`src/rtl/zeroheti_apb_timer.sv`:
```
// rtl/zeroheti_apb_timer.sv - RISC-V machine timer (mtime/mtimecmp) as a zero-wait-state APB slave
// Optional prescaler enabled by defining ZEROHETI_TIMER_PRESCALER_EN.
module zeroheti_apb_timer #(
    parameter int unsigned AddrWidth = 32
) (
    input  logic                 clk_i,
    input  logic                 rst_i,
    input  logic                 psel_i,
    input  logic                 penable_i,
    input  logic                 pwrite_i,
    input  logic [AddrWidth-1:0] paddr_i,
    input  logic [31:0]          pwdata_i,
    input  logic [3:0]           pstrb_i,
    output logic [31:0]          prdata_o,
    output logic                 pready_o,
    output logic                 pslverr_o,
    output logic                 irq_o
);

    localparam logic [2:0] IdxMtimeLo = 3'd0;
    localparam logic [2:0] IdxMtimeHi = 3'd1;
    localparam logic [2:0] IdxCmpLo   = 3'd2;
    localparam logic [2:0] IdxCmpHi   = 3'd3;
    localparam logic [2:0] IdxCtrl    = 3'd4;
    localparam logic [2:0] IdxStatus  = 3'd5;

    logic [63:0] mtime;
    logic [63:0] mtimecmp;
    logic        en;
    logic [7:0]  presc;
    logic [31:0] hi_shadow;
    logic        snap_valid;
    logic        tick;

    logic [4:0]  addr;
    logic [2:0]  idx;
    logic        access;
    logic        bad;
    logic        wr;
    logic        rd;
    logic [31:0] wmask;
    logic [31:0] rdata;
    logic        cmp_hit;
    logic        unused_addr;

    assign addr        = paddr_i[4:0];
    assign idx         = addr[4:2];
    assign unused_addr = ^paddr_i[AddrWidth-1:5];
    assign access      = psel_i & penable_i;
    assign bad         = (addr[1:0] != 2'b00) | (idx > IdxStatus) | (pwrite_i & (idx == IdxStatus));
    assign wr          = access & pwrite_i & ~bad;
    assign rd          = access & ~pwrite_i & ~bad;
    assign wmask       = {{8{pstrb_i[3]}}, {8{pstrb_i[2]}}, {8{pstrb_i[1]}}, {8{pstrb_i[0]}}};
    assign cmp_hit     = (mtime >= mtimecmp);

    function automatic logic [31:0] merge(input logic [31:0] old, input logic [31:0] data,
                                          input logic [31:0] mask);
        return (old & ~mask) | (data & mask);
    endfunction

`ifdef ZEROHETI_TIMER_PRESCALER_EN
    logic [7:0] pcnt;

    // A CTRL write restarts the divide phase, so no tick may fire in that cycle.
    assign tick = en & (pcnt == presc) & ~(wr & (idx == IdxCtrl));

    always_ff @(posedge clk_i) begin
        if (rst_i) begin
            pcnt  <= '0;
            presc <= '0;
        end else begin
            if (!en || (wr && idx == IdxCtrl) || tick) begin
                pcnt <= '0;
            end else begin
                pcnt <= pcnt + 8'd1;
            end
            if (wr && idx == IdxCtrl && pstrb_i[1]) begin
                presc <= pwdata_i[15:8];
            end
        end
    end
`else
    assign tick  = en;
    assign presc = '0;
`endif

    always_ff @(posedge clk_i) begin
        if (rst_i) begin
            mtime      <= '0;
            mtimecmp   <= '1;
            en         <= 1'b0;
            hi_shadow  <= '0;
            snap_valid <= 1'b0;
            irq_o      <= 1'b0;
        end else begin
            // A software write to either word suppresses the whole 64-bit increment.
            if (wr && idx == IdxMtimeLo) begin
                mtime[31:0] <= merge(mtime[31:0], pwdata_i, wmask);
            end else if (wr && idx == IdxMtimeHi) begin
                mtime[63:32] <= merge(mtime[63:32], pwdata_i, wmask);
            end else if (tick) begin
                mtime <= mtime + 64'd1;
            end
            if (wr && idx == IdxCmpLo) begin
                mtimecmp[31:0] <= merge(mtimecmp[31:0], pwdata_i, wmask);
            end
            if (wr && idx == IdxCmpHi) begin
                mtimecmp[63:32] <= merge(mtimecmp[63:32], pwdata_i, wmask);
            end
            if (wr && idx == IdxCtrl && pstrb_i[0]) begin
                en <= pwdata_i[0];
            end
            if (rd && idx == IdxMtimeLo) begin
                hi_shadow  <= mtime[63:32];
                snap_valid <= 1'b1;
            end
            irq_o <= en & cmp_hit;
        end
    end

    always_comb begin
        rdata = '0;
        case (idx)
            IdxMtimeLo: rdata = mtime[31:0];
            IdxMtimeHi: rdata = snap_valid ? hi_shadow : mtime[63:32];
            IdxCmpLo:   rdata = mtimecmp[31:0];
            IdxCmpHi:   rdata = mtimecmp[63:32];
            IdxCtrl:    rdata = {16'h0000, presc, 7'b0000000, en};
            IdxStatus:  rdata = {31'b0, cmp_hit};
            default:    rdata = '0;
        endcase
    end

    assign prdata_o  = rd ? rdata : '0;
    assign pslverr_o = access & bad;
    assign pready_o  = 1'b1;

endmodule

```
`config.mk`:
```
export PLATFORM = sky130hd
export DESIGN_NAME = zeroheti_apb_timer
export DESIGN_NICKNAME = d
export VERILOG_FILES = /design/src/rtl/zeroheti_apb_timer.sv
export SDC_FILE = /design/constraint.sdc
export NUM_CORES = 1
export LEC_CHECK = 0
export ABC_AREA = 1
export BUFFER_PORTS_ARGS = -buffer_cell sky130_fd_sc_hd__buf_2
export CORE_UTILIZATION = 37
export DETAILED_ROUTE_END_ITERATION = 16
export GPL_TIMING_DRIVEN = 1
export PLACE_DENSITY = 0.53
export RECOVER_POWER = 50
export SKIP_CTS_REPAIR_TIMING = 1
export SYNTH_ARGS = -nofsm -noshare
export SYNTH_HDL_FRONTEND = slang
export SYNTH_SLANG_ARGS = --single-unit
```
`constraint.sdc`:
```
create_clock -name clk_i -period 2 [get_ports clk_i]
set_input_delay 0.4 -clock clk_i [delete_from_list [all_inputs] [get_ports clk_i]]
set_output_delay 0.4 -clock clk_i [all_outputs]
set_load 0.1 [all_outputs]
```
* After elaboration in Yosys (flattened, before gate mapping)
Index checks and enable logic that the tools add are counted.
Cells by class: $add $sub $neg 1, order comparisons 2, eq/ne operators 6, muxes and demuxes 7, bitwise gates (word level) 23, reduce and logical (&&, ||, !) cells 13
Operators with widths (count):
- $pmux 32 s6 | 1
- $and 32x32->32 | 5
- $mux 32 | 5
- $or 32x32->32 | 4
- $add 64x1->64 const B | 1
- $ge 64x64->1 | 1
- $mux 64 | 1
- $not 32->32 | 1
- $and 1x1->1 | 8
- $logic_and 1x1->1 | 7
- $eq 3x2->1 const B | 2
- $eq 3x3->1 const B | 2
- $reduce_bool 2->1 | 3
- $reduce_and 2->1 | 2
- $eq 3x1->1 const B | 1
- $gt 3x3->1 const B | 1
- $logic_not 3->1 | 1
- $not 1->1 | 3
- $ne 2x2->1 const B | 1
- $or 1x1->1 | 2
Word-level totals: bits in registers 163, output and inout port bits 35, word-level logic and storage cells 60

* Logic depth before layout (Yosys ltp)
depth in word-level cells 8, gate-level depth with buffers 17

* Least setup slack after synthesis
No wires, ideal clock.
path kind input to output, start point in paddr_i[2], end point out prdata_o[8], arrival 2.977 ns, data required time 1.600 ns, slack -1.377 ns, stages 6, buffers on the path 2, cell sequence inv_1 nor3_1 clkbuf_1 buf_1 nand2_1 a41oi_1
Between the ends: longest elaborated chain between the ends 6
Ends and longest elaborated chain:
- from (decl) | line 11 | input logic [AddrWidth-1:0] paddr_i,
- $gt 3x3->1 / $eq 3x3->1 (equally long branches) | line 50, 123
- $or 1x1->1 / $and 1x1->1 (equally long branches) | line 50 | assign bad = (addr[1:0] != 2'b00) | (idx > IdxStatus) | (pwrite_i & (idx == IdxStatus));
- $or 1x1->1 | line 50
- $not 1->1 | line 52 | assign rd = access & ~pwrite_i & ~bad;
- $and 1x1->1 | line 52
- $mux 32 * | line 134 | assign prdata_o = rd ? rdata : '0;
- to (decl) | line 14 | output logic [31:0] prdata_o,
Every way passes the cells marked *; elsewhere a longest branch is shown, timed or not.

==> results.md <==
- Worst Min Path Start: pwdata_i[0]
- Yosys reg bits: 163
- Reg2Reg Setup Slack: -0.14 ns
- Count leader, synth: nand2_1
- Final Hold Violating Endpoints: 0
- CORE AREA: 0.0290 sq mm
- Num rows: 62
- Worst hold stages: 3
- Total track usage: 33.9%
- Pwr Density: 390 mW/mm^2
- MaxCap Viol Count: 0
- Top cells by area, synth: dfxtp_1 (30%), nand2_1 (14%), ha_1 (7.4%)
- Initial DRC Count: 1351
- CTS tree: yes
- Routed len/inst: 21.6 um
- Status: complete, but fails checks
- Worst endpoint data arrival time: 2.45 ns
- Via/cell ratio: 5.52
- Initial antenna violation count: 1
- Final period utilization: 142%
- Gr busiest metal: met2
- DIE WIDTH: 175 um
- Crit end category: output port
- Slew Viols, Final: 0
- Starting Density: 38.0%
- Synth cell count leaders: nand2_1 (402), nor2_1 (191), inv_1 (185)
- N_diodes: 0
- Crit-path max FO: 2
- Largest net degree at the start of global routing: 62
- Setup ws final: -0.850 ns
- Distinct cells, synth: 37
- Clock net sink count: 163
- Worst slack, placed: -0.942 ns
- Post-Place Cell Area: 0.0156 sq mm
- Post-Layout Inst Area: 0.0184 sq mm
- Startpoint Class: register
- Worst-path clk slew: 0.07 ns
- Post-Synthesis Cells: 1695
- Worst-Margin Slew: 0.621 ns
- Synth warn: 0
- Remaining Overflow, GRT: 0
- Die ar.: 0.0305 sq mm
- Routed Antenna Nets: 0
- Clk buf depth: 2
- Router iterations before antenna repair: 7
- Total Wirelength: 54.3 mm
- Residual DRC count: 0
- Post-layout util: 63.3%
- Async SR Flop Fraction: 0%
- Post-Syn Area per Cell: 6.51 sq um
- Met3 Usage GRT: 5.20%
- Failing checks: negative setup slack
- Vias in the first global route: 13.0k
- Final hold slack: 0.247 ns
- CP required: 1.60 ns
- Largest area contributor in the synthesized netlist: dfxtp_1
- Number of flops mapped to enable cells by yosys: 0
- Path category of the worst min-delay check: in2reg
- Fin nets: 2255
- Vias: 13.9k
- Pleak: 8.29 nW
- Overall power: 0.00716 W
- Worst r2r path cells: 15
- GR Util met2: 51.4%
- Share of the synthesized area in the top cell type: 29.6%
- Gpl congestion: 0.982
- Clock Latency Late Sink: 0.45 ns
- Dpl hpwl: 41.3 mm
- Clock skew: 0.0179 ns
- I/O Pins: 108
- Min Tclk post-route: 2.85 ns
- Max-slew headroom: 58.6%
- Port bufs: 79
- Fmax: 0.351 GHz
- Synth Flop Type: dfxtp_1
- Grt met1 use: 49.0%
- Maximum VDD drop: 0.000556 V
- Area growth syn-to-layout: 66.5%
- Share of cells above drive strength 1: 41.5%
- RSZ-0062 raised after global routing: yes
- CTS Buf Count: 17
- Post-Syn Area: 0.0110 sq mm
- Synthesized net count: 1833
- Sequential area share after synthesis: 29.6%
- Hold path endpoint: en$_SDFFE_PP0P_
- Kind of critical path: reg2out
- CTS H-tree lvls: 4
- # fillers: 2621
- First-pass GRT wire length: 77.4 mm
- Root Driver: clkbuf_16
- Die Ht: 175 um
- # setup viols final: 61
[worst max-delay path by stage]
stage | endpoint | slack (ns) | cells after the start
floorplan | prdata_o[0] | -0.31 | 12
global placement | prdata_o[0] | -0.96 | 13
detailed placement | prdata_o[0] | -0.94 | 13
CTS | prdata_o[0] | -1.42 | 13
global route | prdata_o[0] | -0.92 | 11
finish | prdata_o[0] | -0.85 | 13
[cells in the final DEF, fill, tap and decap left out, drive strengths merged, types with 35 or more instances in the layout]
| cell type | count |
|---|---|
| ha | 65 |
| dfxtp | 163 |
| xor2 | 35 |
| inv | 200 |
| a21oi | 144 |
| nand3 | 53 |
| nand2 | 402 |
| clkbuf | 35 |
| nor3 | 42 |
| buf | 465 |
| o21ai | 154 |
| nor2 | 194 |
| o221ai | 64 |
[per-layer routing]
| metal | up-vias | wire length, um |
|---|---|---|
| met3 | 75 | 4560 |
| met5 | - | 13 |
| met1 | 6596 | 24500 |
| met4 | 2 | 1410 |
| li1 | 6587 | - |
| met2 | 622 | 23700 |
[report_power, final]
part / leakage (nW) / internal [W] / total, W / switching, W
sequential: 1.32 / 0.00325 / 0.00325 / 0.00000630
combinational: 6.71 / 0.000209 / 0.000645 / 0.000435
clock: 0.260 / 0.00175 / 0.00326 / 0.00151
[stage by stage]
stage / TNS (ns) / std cells
finish: -12.42 / 2514
global route: -25.21 / 2514
CTS: -20.94 / 2467
detailed placement: -27.39 / 2435
global placement: -25.06 / 2435
floorplan: -3.58 / 1695
[cells by family after synthesis]
| family | Yosys count | share of synthesized area [%] |
|---|---|---|
| flops | 163 | 29.6 |
| compound gates | 417 | 23.0 |
| simple gates | 732 | 27.2 |
| other cells | 1 | 0.0340 |
| xor+xnor | 41 | 3.26 |
| fa+ha+maj | 65 | 7.37 |
| buf+inv | 276 | 9.55 |
[layout make-up]
| cell class | count | area, sq um | share of cell area (%) |
|---|---|---|---|
| timing repair buffer | 479 | 4480 | 24.4 |
| clock buffer | 21 | 450 | 2.45 |
| sequential | 163 | 3320 | 18.1 |
| tap | 384 | 480 | 2.62 |
| multi-input combinational | 1256 | 8750 | 47.7 |
| inverter | 200 | 772 | 4.21 |
| clock inverter | 11 | 105 | 0.573 |
[worst max-delay path: stages (launching register included)]
cell	delay, ns
dfxtp_2	0.33
inv_1	0.05
ha_1	0.32
nand2_2	0.08
nor2_4	0.10
nand2_4	0.09
nor4_4	0.31
nand2_1	0.11
nand2_1	0.08
nand2_1	0.06
nand2_2	0.08
nand2_2	0.06
a21oi_4	0.14
buf_12	0.19
No activity file was read; power rests on OpenSTA's default activity.
